$ cat src/rtl/chr_rom_reader.sv
// CHR pattern-table reader: byte reads from 16-bit SRAM with a one-word cache,
// sharing the SRAM with the CHR loader until the load completes.
module chr_rom_reader #(
  parameter int WAIT_CYCLES = 2
) (
  input  logic        i_clk,
  input  logic        i_rstn,
  input  logic        i_load_done,
  input  logic [19:0] i_ld_sram_addr,
  input  logic [15:0] i_ld_sram_wdata,
  input  logic        i_ld_sram_oe_n,
  input  logic        i_ld_sram_we_n,
  input  logic        i_ld_sram_ub_n,
  input  logic        i_ld_sram_lb_n,
  input  logic        i_ppu_req,
  input  logic [12:0] i_ppu_addr,
  input  logic [6:0]  i_chr_bank,
  output logic        o_ppu_ack,
  output logic [7:0]  o_ppu_rdata,
  output logic        o_busy,
  output logic [19:0] o_sram_addr,
  output logic [15:0] o_sram_wdata,
  input  logic [15:0] i_sram_rdata,
  output logic        o_sram_oe_n,
  output logic        o_sram_we_n,
  output logic        o_sram_ub_n,
  output logic        o_sram_lb_n
);

  typedef enum logic [1:0] {WAIT_LOAD, IDLE, ACCESS, SAMPLE} state_t;

  localparam logic [2:0] LAST_WAIT = 3'(WAIT_CYCLES - 1);

  state_t      state;
  logic [2:0]  wait_cnt;
  logic [19:0] word_addr;
  logic        upper;
  logic        ub_q, lb_q;
  logic        cache_vld;
  logic [19:0] cache_addr;
  logic [15:0] cache_data;

  logic [19:0] req_byte;
  logic [19:0] req_word;
  logic        hit;

  // Byte bit 3 picks the lane; the remaining bits fold into the word address.
  assign req_byte = {i_chr_bank, i_ppu_addr};
  assign req_word = {1'b0, req_byte[19:4], req_byte[2:0]};
  assign hit      = cache_vld && (cache_addr == req_word);

  always_ff @(posedge i_clk or negedge i_rstn) begin
    if (!i_rstn) begin
      state       <= WAIT_LOAD;
      wait_cnt    <= '0;
      word_addr   <= '0;
      upper       <= 1'b0;
      ub_q        <= 1'b1;
      lb_q        <= 1'b1;
      cache_vld   <= 1'b0;
      cache_addr  <= '0;
      cache_data  <= '0;
      o_ppu_ack   <= 1'b0;
      o_ppu_rdata <= '0;
    end else begin
      o_ppu_ack <= 1'b0;
      if (!i_load_done) begin
        // Loader reclaimed the SRAM: drop any in-flight access silently.
        state     <= WAIT_LOAD;
        cache_vld <= 1'b0;
        wait_cnt  <= '0;
        ub_q      <= 1'b1;
        lb_q      <= 1'b1;
      end else begin
        case (state)
          WAIT_LOAD: begin
            cache_vld <= 1'b0;
            state     <= IDLE;
          end
          IDLE: begin
            if (i_ppu_req && !o_ppu_ack) begin
              if (hit) begin
                o_ppu_rdata <= req_byte[3] ? cache_data[15:8] : cache_data[7:0];
                o_ppu_ack   <= 1'b1;
              end else begin
                word_addr <= req_word;
                upper     <= req_byte[3];
                ub_q      <= ~req_byte[3];
                lb_q      <= req_byte[3];
                wait_cnt  <= '0;
                state     <= ACCESS;
              end
            end
          end
          ACCESS: begin
            if (wait_cnt == LAST_WAIT) begin
              wait_cnt <= '0;
              state    <= SAMPLE;
            end else begin
              wait_cnt <= wait_cnt + 3'd1;
            end
          end
          SAMPLE: begin
            o_ppu_rdata <= upper ? i_sram_rdata[15:8] : i_sram_rdata[7:0];
            o_ppu_ack   <= 1'b1;
            cache_data  <= i_sram_rdata;
            cache_addr  <= word_addr;
            cache_vld   <= 1'b1;
            ub_q        <= 1'b1;
            lb_q        <= 1'b1;
            state       <= IDLE;
          end
          default: state <= WAIT_LOAD;
        endcase
      end
    end
  end

  assign o_busy = (state != IDLE);

  // Ownership switches combinationally so the loader sees no turnaround delay.
  assign o_sram_addr  = i_load_done ? word_addr : i_ld_sram_addr;
  assign o_sram_wdata = i_load_done ? 16'h0000  : i_ld_sram_wdata;
  assign o_sram_oe_n  = i_load_done ? 1'b0      : i_ld_sram_oe_n;
  assign o_sram_we_n  = i_load_done ? 1'b1      : i_ld_sram_we_n;
  assign o_sram_ub_n  = i_load_done ? ub_q      : i_ld_sram_ub_n;
  assign o_sram_lb_n  = i_load_done ? lb_q      : i_ld_sram_lb_n;

endmodule

$ cat config.mk
export PLATFORM = sky130hd
export DESIGN_NAME = chr_rom_reader
export DESIGN_NICKNAME = d
export VERILOG_FILES = /design/src/rtl/chr_rom_reader.sv
export SDC_FILE = /design/constraint.sdc
export NUM_CORES = 1
export LEC_CHECK = 0
export ABC_AREA = 1
export CORE_ASPECT_RATIO = 1.2
export CORE_MARGIN = 2
export CORE_UTILIZATION = 47
export CTS_CLUSTER_DIAMETER = 60
export DETAILED_ROUTE_END_ITERATION = 16
export PLACE_DENSITY = 0.93
export SYNTH_ARGS = -nofsm -noshare
export SYNTH_HDL_FRONTEND = slang
export SYNTH_SLANG_ARGS = --single-unit
$ cat constraint.sdc
create_clock -name i_clk -period 1.8 [get_ports i_clk]
set_input_delay 0.18 -clock i_clk [delete_from_list [all_inputs] [get_ports i_clk]]
set_output_delay 0.18 -clock i_clk [all_outputs]
set_load 0.05 [all_outputs]
==> results of run 1 <==
==> through the flow <==
step	setup slack [ps]	cell area, um2	hold WS, ps	total power [mW]	cells
2_1_floorplan	33.5	4110	-116	5.26	562
3_3_place_gp	-63.3	6140	83.0	6.69	823
3_5_place_dp	-208	6140	77.1	6.94	823
4_1_cts	28.5	6350	241	8.24	840
5_1_grt	-0.497	6400	283	8.85	840
6_report	69.5	6400	261	8.31	840
==> Yosys cell counts <==
master and instances:
nand2_1 182, inv_1 92, dfrtp_1 70, o21ai_0 57, nor2_1 44, o21ai_2 20, nand3_1 13, clkbuf_1 10
a21oi_1 9, a22oi_1 8, mux2_2 8, nand4_1 6, buf_6 4, ha_1 4, inv_2 4, nand2_2 4
xnor2_1 4, buf_2 3, nor3_1 3, or2_2 3, buf_1 2, dfstp_2 2, nand3_2 2, nor2_2 2
o21ai_1 2, nand3b_1 1, nor3_2 1, nor3b_1 1, o21ai_4 1
==> routing by layer <==
layer	global-route usage	wire, um
met1	0.301	4360
met3	0.0466	712
met2	0.470	6360
met5	0	0
met4	0.0874	287
==> cell type report <==
| cell class | instances | area (um2) | area share |
|---|---|---|---|
| repair buffers | 164 | 2000 | 0.313 |
| multi-input cells | 375 | 1880 | 0.295 |
| flip-flops and latches | 72 | 1800 | 0.282 |
| inverters | 96 | 364 | 0.0569 |
| clock buffers | 12 | 165 | 0.0258 |
| well taps | 117 | 146 | 0.0229 |
| clock inverters | 4 | 33.8 | 0.00528 |
==> worst min path at each step <==
stage,to,slack [ps],cells after the start
finish,o_ppu_rdata[6]$_DFFE_PN0P_,260,2
global route,o_ppu_rdata[6]$_DFFE_PN0P_,280,2
detailed placement,o_ppu_rdata[6]$_DFFE_PN0P_,80,1
CTS,o_ppu_rdata[6]$_DFFE_PN0P_,240,2
floorplan,cache_addr[0]$_DFFE_PN0P_,-120,0
global placement,o_ppu_rdata[6]$_DFFE_PN0P_,80,1
==> cell families (layout without fill, tap and decap cells) <==
kind of cell,after synthesis,after routing
muxes,8,8
DFF,72,72
AOI/OAI and AO/OA,97,97
xor gates and xnor gates,4,4
and+or+nand+nor,262,262
adders and majority gates,4,4
buffers and inverters,115,276
==> worst max-delay path, cell delays in order <==
cell             delay [ps]
clkdlybuf4s50_1         570
inv_2                    90
buf_12                  180
o21ai_0                 340
buf_12                  190
==> power by group <==
part	internal, mW	total (mW)	leakage, nW	switching, mW
Combinational	1.76	4.19	2.23	2.43
Clock	0.626	1.29	0.0996	0.660
Sequential	2.32	2.84	0.916	0.517
==> flip-flops by register name, indices dropped and copies added (netlist names) <==
name and cells:
ub_q 1, lb_q 1, cache_addr 19, o_ppu_ack 1, cache_vld 1, upper 1
wait_cnt 3, state 2, word_addr 19, o_ppu_rdata 8, cache_data 16
==> what timing repair did <==
action / in CTS / in global routing
gates resized for setup: 0 / 9
setup endpoints to repair: 0 / 33
hold buffers: 1 / 0
endpoints found under the hold margin: 21 / 0
==> flow_metrics.tcl, run 1 <==
set metrics [dict create \
    drive_gt1_frac 0.203 \
    grt_pass1_vias 4339 \
    power.density_nw_per_um2 1300 \
    core-area_um2 8520 \
    insertion_delay_ps 360 \
    cts_root_buffer "clkbuf_8" \
    post-route-util 0.751 \
    finalHoldViolCount 0 \
    yosys.area_share.adder 0.0122 \
    netlist_instances 562 \
    p_leak_nw 3.24 \
    num_vias 4167 \
    min_period_over_period 0.961 \
    final_cell_mix "182 x nand2_1, 90 x inv_1, 87 x clkdlybuf4s50_1, 70 x dfrtp_1, 57 x o21ai_0" \
    reg2regPathDepth 10 \
    worstPathRequired_ps 1620 \
    cap_violations 0 \
    die_w_um 89.3 \
    worst_slew_pin_slew_ps 504 \
    synth_seq_area_share 0.440 \
    layout_commonest_cell "nand2_1" \
    dieArea_um2 9500 \
    synth_area_leaders "dfrtp_1 43%, nand2_1 17%, inv_1 8.4%" \
    cts-htree-levels 3 \
    routed_wl_mm 11.7 \
    synth_fp_nets 646 \
    yosys_warnings 0 \
    worstSetupEndpointType "primary output" \
    worstSetupStartpointType "input port" \
    ir_worst_vdd_uv 805 \
    detail-route-antenna-nets 0 \
    reg2reg_slack_ps 100 \
    startpoint "i_load_done" \
    netlist_area_um2 4100 \
    globalRouteTotalUtil 0.260 \
    path_class "in2out" \
    dp.final_hpwl_mm 9.01 \
    finalSetupTns_ps 0 \
    cts_tree "yes" \
    fin_nets 802 \
    hold_path.class "in2async" \
    grt_max_degree 40 \
    max_freq_mhz 578 \
    area_growth_syn_to_layout_pct 55.9 \
    clock_skew_ps 10.5 \
    clock_path_buffers 2 \
    yosysUniqueCellTypes 29 \
    synth.area.mux_share 0.0220 \
    clkSinkCount 72 \
    min_period_ps 1730 \
    setup_violations 0 \
    grt_pass1_wl_mm 19.5 \
    slew_headroom 0.663 \
    post-cts-setup-buffers 0 \
    gp_congestion 0.905 \
    cts_inserted_buffers 9 \
    synth_top_family_by_area "simple AND/OR/NAND/NOR gates" \
    post_drt_wl_per_cell_um 13.9 \
    drt_pass1_iterations 5 \
    vias_per_cell 4.96 \
    yosysTopAreaCell "dfrtp_1" \
    syn_avg_cell_area_um2 7.30 \
    reg2reg_to "upper$_DFFE_PN0P_" \
    synth-compound-area-share 0.144 \
    yosys.area_share.simple 0.260 \
    io_buffer_count 129 \
    start_util 0.482 \
    crit_arrival_ps 1550 \
    rows 37 \
    drcViolationCount 0 \
    synth_xor_area_frac 0.00854 \
    detail_route.iter0.violations 320 \
    grt_remaining_overflow 0 \
    critical_path.endpoint "o_sram_addr[8]" \
    synth_seq_cells 72 \
    fp.dieH_um 106 \
    clk_pin_slew_ps 80 \
    slew_violations 0 \
    io_pins 130 \
    grt_antenna_before_repair 0 \
    r2r_start "cache_addr[18]$_DFFE_PN0P_" \
    synth.top_cell.area_share 0.427 \
    num-fill-cells 562 \
    diodes 0 \
    status "complete, no violations" \
    worstPathMaxFanout 37 \
]
Power figures use the tool's default switching activity.
==> run 2: changes to the inputs <==
==> constraint.sdc (replaced) <==
create_clock -name i_clk -period 1.8 [get_ports i_clk]
set_input_delay 0.18 -clock i_clk [delete_from_list [all_inputs] [get_ports i_clk]]
set_output_delay 0.18 -clock i_clk [all_outputs]
set_load 0.01 [all_outputs]
==> flow_metrics.tcl, run 2 (synthesized netlist as in run 1, its figures left out) <==
set metrics [dict create \
    status "complete, no violations" \
    reg2regPathDepth 7 \
    place_area_um2 5730 \
    cap_violations 0 \
    finalNonFillerCells 839 \
    drcViolationCount 0 \
    clkSinkCount 72 \
    grt_pass1_wl_mm 18.7 \
    setup_violations 0 \
    slew_headroom 0.673 \
    cts_inserted_buffers 9 \
    io_buffer_count 129 \
    diodes 0 \
    fin_nets 801 \
    worst_slew_pin_slew_ps 491 \
    drt_pass1_iterations 4 \
    cts_root_buffer "clkbuf_8" \
    crit_arrival_ps 1520 \
    finalInstanceArea_um2 5960 \
    dp_cells 819 \
    finalSetupTns_ps 0 \
    dp.final_hpwl_mm 8.33 \
    clock_path_buffers 2 \
    reg2reg_to "o_ppu_rdata[6]$_DFFE_PN0P_" \
    post-place-ws_ps -178 \
    ir_worst_vdd_uv 638 \
    r2r_start "state[1]$_DFFE_PN0P_" \
    detail-route-antenna-nets 0 \
    insertion_delay_ps 360 \
    fp.dieH_um 106 \
    grt_max_degree 73 \
    min_period_over_period 0.947 \
    max_freq_mhz 587 \
    grt_antenna_before_repair 0 \
    die_w_um 89.3 \
    grt_remaining_overflow 0 \
    vias_per_cell 4.98 \
    dieArea_um2 9500 \
    layout_commonest_cell "nand2_1" \
    hold_path.class "in2async" \
    routed_wl_mm 11.2 \
    cts-htree-levels 3 \
    clk_pin_slew_ps 80 \
    finalHoldViolCount 0 \
    io_pins 130 \
    rows 37 \
    path_class "reg2out" \
    p_leak_nw 3.09 \
    power.density_nw_per_um2 1180 \
    num_vias 4181 \
    worstPathRequired_ps 1620 \
    path_cells "nand2_1 -> nand2_1 -> clkdlybuf4s50_1" \
    core-area_um2 8520 \
    slew_violations 0 \
    num-fill-cells 673 \
    grt_pass1_vias 4254 \
    worstPathMaxFanout 2 \
    final_cell_mix "182 x nand2_1, 107 x clkdlybuf4s50_1, 92 x inv_1, 70 x dfrtp_1, 57 x o21ai_0" \
    worstSetupStartpointType "flip-flop" \
    drive_gt1_frac 0.136 \
    clock_skew_ps 15.2 \
    worstSetupEndpointType "primary output" \
    reg2reg_slack_ps 110 \
    start_util 0.482 \
    cts_tree "yes" \
    globalRouteTotalUtil 0.250 \
    post-route-util 0.700 \
    gp_congestion 0.905 \
    area_growth_syn_to_layout_pct 45.2 \
    setup_ws_ps 95.8 \
    post_drt_wl_per_cell_um 13.4 \
    detail_route.iter0.violations 190 \
    critPathMaxStageDelay_ps 530 \
    min_period_ps 1700 \
    top_regs "cache_addr x19, word_addr x19, cache_data x16" \
    cpMostUsedCell "nand2_1" \
    critPathSlowestCell "dfstp_2" \
]
[run 2: area by class of cell]
cell class	instances	area, um2	share of cell area
multi-input combinational	375	1850	0.310
tap	117	146	0.0246
clock buffer	13	159	0.0267
sequential	72	1800	0.303
inverter	96	363	0.0609
clock inverter	3	18.8	0.00315
timing repair buffer	163	1620	0.272
[run 2: through the flow]
stage,power [mW],hold slack (ps)
final,7.03,385
after global routing,7.59,415
after CTS,6.98,403
after detailed placement,5.85,238
after global placement,5.66,232
after floorplan,4.55,-116
[run 2: report_power, final]
part           internal, mW  switching (mW)  total [mW]
clock                 0.575           0.593        1.17
sequential             2.32           0.488        2.81
combinational          1.43            1.62        3.05
[run 2: worst max path at each step]
stage                     slack [ps]  cells past startpoint                         end                 start
final                            100                      3                 o_sram_lb_n      lb_q$_DFFE_PN1P_
after global routing             -20                      7  o_ppu_rdata[5]$_DFFE_PN0P_  state[1]$_DFFE_PN0P_
after CTS                        -20                      4                 o_sram_we_n           i_load_done
after detailed placement        -180                     11     wait_cnt[0]$_DFFE_PN0P_         i_ppu_addr[9]
after global placement          -110                     11           upper$_DFFE_PN0P_         i_ppu_addr[9]
after floorplan                  240                     10            ub_q$_DFFE_PN1P_  state[1]$_DFFE_PN0P_
[run 2: routing by layer]
| metal | vias to the layer above | part of all wire | GRT usage |
|---|---|---|---|
| li1 | 2046 | - | - |
| met1 | 1908 | 0.38 | 0.290 |
| met2 | 193 | 0.52 | 0.431 |
| met3 | 34 | 0.064 | 0.0575 |
| met4 | 0 | 0.031 | 0.110 |
| met5 | - | 0 | 0 |
[run 2: what timing repair did]
action | in CTS | in global routing
hold buffers | 1 | 0
setup endpoints to repair | 23 | 22
endpoints found under the hold margin | 70 | 0
setup buffers | 1 | 2
gates resized for setup | 22 | 6
cloned | 0 | 0
[run 2: critical path: cells and delay by family (launching register included)]
family,cells,cell delay [ps]
buffers and inverters,1,530
DFF,1,530
and+or+nand+nor,2,110
==> run 3: changes to the inputs <==
==> constraint.sdc (replaced) <==
create_clock -name i_clk -period 1.8 [get_ports i_clk]
set_input_delay 0.27 -clock i_clk [delete_from_list [all_inputs] [get_ports i_clk]]
set_output_delay 0.27 -clock i_clk [all_outputs]
set_load 0.01 [all_outputs]
==> flow_metrics.tcl, run 3 (synthesized netlist as in run 1, its figures left out) <==
set metrics [dict create \
    num_vias 4159 \
    detail-route-antenna-nets 0 \
    ir_worst_vdd_uv 603 \
    status "complete, no violations" \
    fp.dieH_um 106 \
    cts-htree-levels 3 \
    slew_headroom 0.679 \
    post_drt_wl_per_cell_um 13.5 \
    dieArea_um2 9500 \
    cpMostUsedCell "inv_1" \
    worstPathMaxFanout 4 \
    critPathSlowestCell "dfrtp_1" \
    min_period_over_period 0.962 \
    grt_max_degree 73 \
    io_buffer_count 129 \
    crit_arrival_ps 1460 \
    grt_antenna_before_repair 0 \
    clk_pin_slew_ps 80 \
    detail_route.iter0.violations 154 \
    worstPathRequired_ps 1530 \
    die_w_um 89.3 \
    setup_ws_ps 68.5 \
    top_regs "cache_addr x19, word_addr x19, cache_data x16" \
    slew_violations 0 \
    insertion_delay_ps 360 \
    whs_ps 472 \
    grt_pass1_vias 4161 \
    grt_pass1_wl_mm 18.4 \
    rows 37 \
    cts_root_buffer "clkbuf_8" \
    rsz0062_at_grt "no" \
    power.density_nw_per_um2 1190 \
    min_period_ps 1730 \
    fin_nets 802 \
    max_freq_mhz 578 \
    core-area_um2 8520 \
    path_cells "inv_1 -> ha_4 -> inv_1 -> dlygate4sd2_1" \
    post-route-util 0.696 \
    post-place-ws_ps -271 \
    drt_pass1_iterations 4 \
    vias_per_cell 4.95 \
    grt_remaining_overflow 0 \
    finalHoldViolCount 0 \
    clock_path_buffers 2 \
    drcViolationCount 0 \
    diodes 0 \
    worstSetupStartpointType "flip-flop" \
    dp_cells 822 \
    clkSinkCount 72 \
    drive_gt1_frac 0.165 \
    dp.final_hpwl_mm 8.34 \
    cts_tree "yes" \
    start_util 0.482 \
    hold_path.class "in2async" \
    cts_inserted_buffers 9 \
    final_cell_mix "182 x nand2_1, 92 x inv_1, 86 x clkdlybuf4s50_1, 70 x dfrtp_1, 54 x o21ai_0" \
    area_growth_syn_to_layout_pct 44.4 \
    cap_violations 0 \
    worst_slew_pin_slew_ps 482 \
    critPathMaxStageDelay_ps 420 \
    layout_commonest_cell "nand2_1" \
    post-cts-setup-buffers 0 \
    p_leak_nw 3.13 \
    place_area_um2 5740 \
    worstSetupEndpointType "primary output" \
    routed_wl_mm 11.3 \
    io_pins 130 \
    clock_skew_ps 9.89 \
    setup_violations 0 \
    finalNonFillerCells 840 \
    globalRouteTotalUtil 0.247 \
    gp_congestion 0.914 \
    finalInstanceArea_um2 5930 \
    path_class "reg2out" \
]
run 3: power by group:
group / switching [mW] / internal (mW)
clock: 0.632 / 0.550
sequential: 0.484 / 2.32
combinational: 1.63 / 1.41
run 3: area by class of cell:
cell class	count	area (um2)
fill	676	2590
multi-input combinational	375	1880
sequential	72	1800
timing repair buffer	164	1550
inverter	96	360
tap	117	146
clock buffer	11	141
clock inverter	5	38.8
run 3: layer usage:
metal  routed length [um]  track usage
met1                 4480        0.278
met2                 6010        0.446
met3                  556       0.0582
met4                  264       0.0842
met5                    0            0
run 3: per-stage QoR:
step                TNS, ps  total power, mW
CTS                   -70.1             6.99
global route              0             7.60
floorplan                 0             4.55
global placement     -10300             5.66
finish                    0             7.03
detailed placement   -13240             5.87
run 3: critical path: cells and delay by family, from the launching register on:
kind / cells / cell delay [ps]
fa+ha+maj: 1 / 180
buf+inv: 3 / 500
flops: 1 / 420
run 3: worst paths after layout:
| path | startpoint | end | slack [ps] | cells past startpoint |
|---|---|---|---|---|
| setup / recovery | state[1]$_DFFE_PN0P_ | o_busy | 70 | 4 |
| hold / removal | i_rstn | cache_data[5]$_DFFE_PN0P_ | 470 | 3 |
| setup reg to reg | state[0]$_DFFE_PN0P_ | lb_q$_DFFE_PN1P_ | 120 | 7 |
| hold reg to reg | ub_q$_DFFE_PN1P_ | ub_q$_DFFE_PN1P_ | 470 | 2 |
| max in group asynchronous | i_rstn | lb_q$_DFFE_PN1P_ | 980 | 3 |
| min in group i_clk | ub_q$_DFFE_PN1P_ | ub_q$_DFFE_PN1P_ | 470 | 2 |
run 3: timing repair:
action / CTS / global route
endpoints found under the setup margin: 41 / 22
gates resized for setup: 86 / 16
hold buffers: 1 / 0
gates cloned: 1 / 0
endpoints found under the hold margin: 70 / 0
==> RTL edit 1, RTL diff (config.mk and constraints of run 2) <==
Encoding of `state_t`: now one-hot (4 bits for 4 states).
--- a/src/rtl/chr_rom_reader.sv
+++ b/src/rtl/chr_rom_reader.sv
@@ -27,7 +27,7 @@
   output logic        o_sram_lb_n
 );
 
-  typedef enum logic [1:0] {WAIT_LOAD, IDLE, ACCESS, SAMPLE} state_t;
+  typedef enum logic [3:0] {WAIT_LOAD = 4'b0001, IDLE = 4'b0010, ACCESS = 4'b0100, SAMPLE = 4'b1000} state_t;
 
   localparam logic [2:0] LAST_WAIT = 3'(WAIT_CYCLES - 1);
 
Behaviour: same outputs for any inputs over 4 cycles, from zero or initial values and one cycle with i_rstn low; so few cycles prove little.
==> RTL edit 1 against run 2 <==
  * Area after synthesis grew 1.2%
  * Count of clock-buffer cells in the layout shrank 4
  * Critical path type unchanged
  * Total power shrank 25%
  * Design area grew 1.4%
  * Combinational power shrank 47%
  * Register-to-register slack lost 0.02 ns
  * Routed wire length grew 14%
  * Sequential cell count grew 2
  * Setup slack lost 0.032 ns
==> RTL edit 1: results <==
drt:
  drt_pass1_iterations: 5
  route.met2.wl_um: 6730
  wl_met3_um: 859
  routed_wl_um: 12700
  drt_iter0_drc: 298
  vias: 4540
  wl_met1_um: 4700
setup_path:
  cp.arrival_ns: 1.56
finish:
  fin_cells: 868
  ff_latch_area_um2: 1860
  final_util_pct: 70.5
  buffer_area_share_pct: 27.1
  drive_gt1_share_pct: 12.6
  clk_share_pct: 3.44
  multi_input_area_um2: 1880
  fillers: 625
  inverters_excl_clock: 83
  multi_input_gates: 415
placed_design:
  dp_slack_ns: -0.148
  gp_congestion: 0.950
  dp_hpwl_um: 9200
  placed_area_um2: 5790
  dp.cells: 850
grt:
  grt_start_max_net_pins: 33
  grt_use_met1_pct: 29.0
  grt_pass1_wl_um: 21100
  grtUsageMet3_pct: 5.90
synthesis:
  ys_seq_area_share_pct: 44.7
  ys_top_cells_by_area: "dfrtp_1 43%, nand2_1 21%, inv_1 6.6%"
  ys_seq_elements: 74
  syn_inst: 592
  synthAdderAreaFrac_pct: 0
  ys_top_cells_by_count: "231 x nand2_1, 73 x inv_1, 71 x dfrtp_1"
  synth_mux_area_share_pct: 0
  synth-compound-area-share_pct: 9.73
  synth_nets: 672
  yosys.area_share.xor_xnor_pct: 0.844
run_status:
  status: "complete, no violations"
die:
  core-area_um2: 8560
timing:
  max_freq_ghz: 0.576
power_and_ir_drop:
  power_leakage_nw: 3.08
[RTL edit 1: changes by cell type after synthesis, sizes merged, moves of 3 or more]
cell    delta
nand2     +58
nand3     +27
inv       -16
o21ai     -12
a21oi      -8
a22oi      -8
mux2       -8
ha         -4
nor2       -4
clkinv     +3
nor3       -3
[RTL edit 1: cells by family (layout without fill, tap and decap cells)]
family,count (synthesis),count (layout)
buffers and inverters,103,262
AOI/OAI and AO/OA,72,72
xor gates and xnor gates,4,4
DFF,74,74
and+or+nand+nor,339,339
[RTL edit 1: worst paths after layout]
path                       cells past startpoint  slack [ns]       startpoint            end
min reg2reg                                    2        0.48             lb_q           lb_q
max in group asynchronous                      3        0.85           i_rstn  cache_data[7]
min                                            2        0.25           i_rstn  cache_addr[9]
max                                            3        0.06             ub_q    o_sram_ub_n
max reg2reg                                   11        0.09    cache_addr[0]   word_addr[0]
min in group i_clk                             3        0.38  i_sram_rdata[9]  cache_data[9]
[RTL edit 1: worst max-delay path, stage by stage (launching register included)]
cell and delay, ns:
dfstp_2 0.55, nand2_1 0.06, nand2_1 0.06, clkdlybuf4s50_1 0.53
[RTL edit 1: power groups by stage]
stage | Sequential [mW] | Clock, mW | Combinational, mW
2_1_floorplan | 2.25 | 0 | 0.779
3_3_place_gp | 2.28 | 0 | 1.53
3_5_place_dp | 2.31 | 0 | 1.60
4_1_cts | 2.28 | 1.38 | 1.61
5_1_grt | 2.33 | 1.45 | 1.76
6_report | 2.29 | 1.38 | 1.61
[RTL edit 1: what timing repair did]
action                     4_1_cts  5_1_grt
hold endpoints to repair        12        0
setup endpoints to repair       24       15
hold buffers                     1        0
gates resized for setup          7        3
gates cloned                     1        0
==> RTL edit 2, RTL diff (settings of run 2) <==
Made on the original files. Reset style: synchronous (`i_rstn`), changed in one clocked block.
--- a/src/rtl/chr_rom_reader.sv
+++ b/src/rtl/chr_rom_reader.sv
@@ -49,7 +49,7 @@
   assign req_word = {1'b0, req_byte[19:4], req_byte[2:0]};
   assign hit      = cache_vld && (cache_addr == req_word);
 
-  always_ff @(posedge i_clk or negedge i_rstn) begin
+  always_ff @(posedge i_clk) begin
     if (!i_rstn) begin
       state       <= WAIT_LOAD;
       wait_cnt    <= '0;
Check against the original RTL: differs if i_rstn is asserted again (counterexample within 4 cycles, from zero or initial values and one cycle with i_rstn low); with i_rstn held inactive, the same outputs for 4 cycles.
==> RTL edit 2 against run 2 <==
  * Setup slack got worse by 0.060 ns
  * Routed wire length rose by 2.3%
  * Area after synthesis fell by 3.3%
  * Clock skew fell by 0.0054 ns
  * Global-route usage rose by 0.23 points
  * Sequential cell count did not move
  * Design area fell by 1.9%
  * Final cell count rose by 9.8%
Power is not compared: it rests on default switching activity, and its combinational part moved more than twofold at a synthesized area within 25%.
==> RTL edit 2: results <==
timing:
  hold-worst-slack_ns: 0.196
  slew_headroom_pct: 75.5
  skew_ns: 0.00983
synthesis:
  ys_top_cells_by_count: "161 x nand2_1, 144 x nor2_1, 88 x inv_1"
  yosys_most_used_dff: "dfxtp_1"
  ys_seq_area_share_pct: 36.3
  syn_inst: 646
drt:
  wl_per_cell_um: 12.4
  drt_pass1_iterations: 5
  viasPerCell: 4.99
  vias: 4599
  drt_iter0_drc: 181
clock_tree:
  clock-sinks: 72
  cts_resized: 23
placed_design:
  dp.cells: 906
  placed_area_um2: 5660
  gp_congestion: 0.897
  dp_hpwl_um: 8800
  dp_slack_ns: -0.192
grt:
  grtUsageTotal_pct: 25.2
  grt_start_max_net_pins: 43
  first_global_vias: 4311
  grt_pass1_wl_um: 18700
finish:
  multi_input_gates: 454
  area_growth_pct: 47.4
  buffers: 173
  drive_gt1_share_pct: 9.79
  final_cell_area_um2: 5850
  ff_latch_area_um2: 1440
  multi_input_area_um2: 2030
  buffer_area_share_pct: 29.1
  fillers: 687
  layout.nets: 886
  clk_share_pct: 2.93
  inverters_excl_clock: 93
setup_path:
  cp.arrival_ns: 1.58
  slowest_stage: "clkdlybuf4s50_1"
  crit_path_max_fanout: 12
  r2r-end: "o_ppu_rdata[1]"
  max_stage_delay_ns: 0.55
  worstSetupEndpoint: "o_sram_wdata[15]"
  critPathBufInv: 4
  cp_top_family: "buffers and inverters"
  startpoint: "i_load_done"
run_status:
  status: "complete, no violations"
power_and_ir_drop:
  power_leakage_nw: 2.87
hold_path:
  hold_start: "i_rstn"
  hold_class: "in2reg"
[RTL edit 2: cell types whose count changed after synthesis, sizes merged, moves of 10 or more]
cell,run 2,this run
a21oi,9,34
dfrtp,70,0
dfxtp,0,72
nand2,186,164
nor2,46,148
o21ai,80,70
[RTL edit 2: metal layers]
layer	up-vias	routed length [um]	track usage (%)
li1	2307	-	-
met1	2112	4340	27.3
met2	155	6270	46.7
met3	25	627	5.06
met4	0	231	9.56
met5	-	0	0
[RTL edit 2: where the power goes]
group | total, mW | internal (mW) | switching (mW)
registers | 1.66 | 1.63 | 0.0269
logic | 0.753 | 0.394 | 0.359
clock network | 1.14 | 0.527 | 0.615
[RTL edit 2: logic make-up (layout without fill, tap and decap cells)]
family	after synthesis	in the layout	synth area share [%]
adder cells (fa/ha/maj)	3	3	0.946
buffers and inverters	120	281	12.6
XOR/XNOR	1	1	0.221
AO/OA/AOI/OAI	112	112	15.2
flip-flops	72	72	36.3
AND/OR/NAND/NOR	338	338	34.7
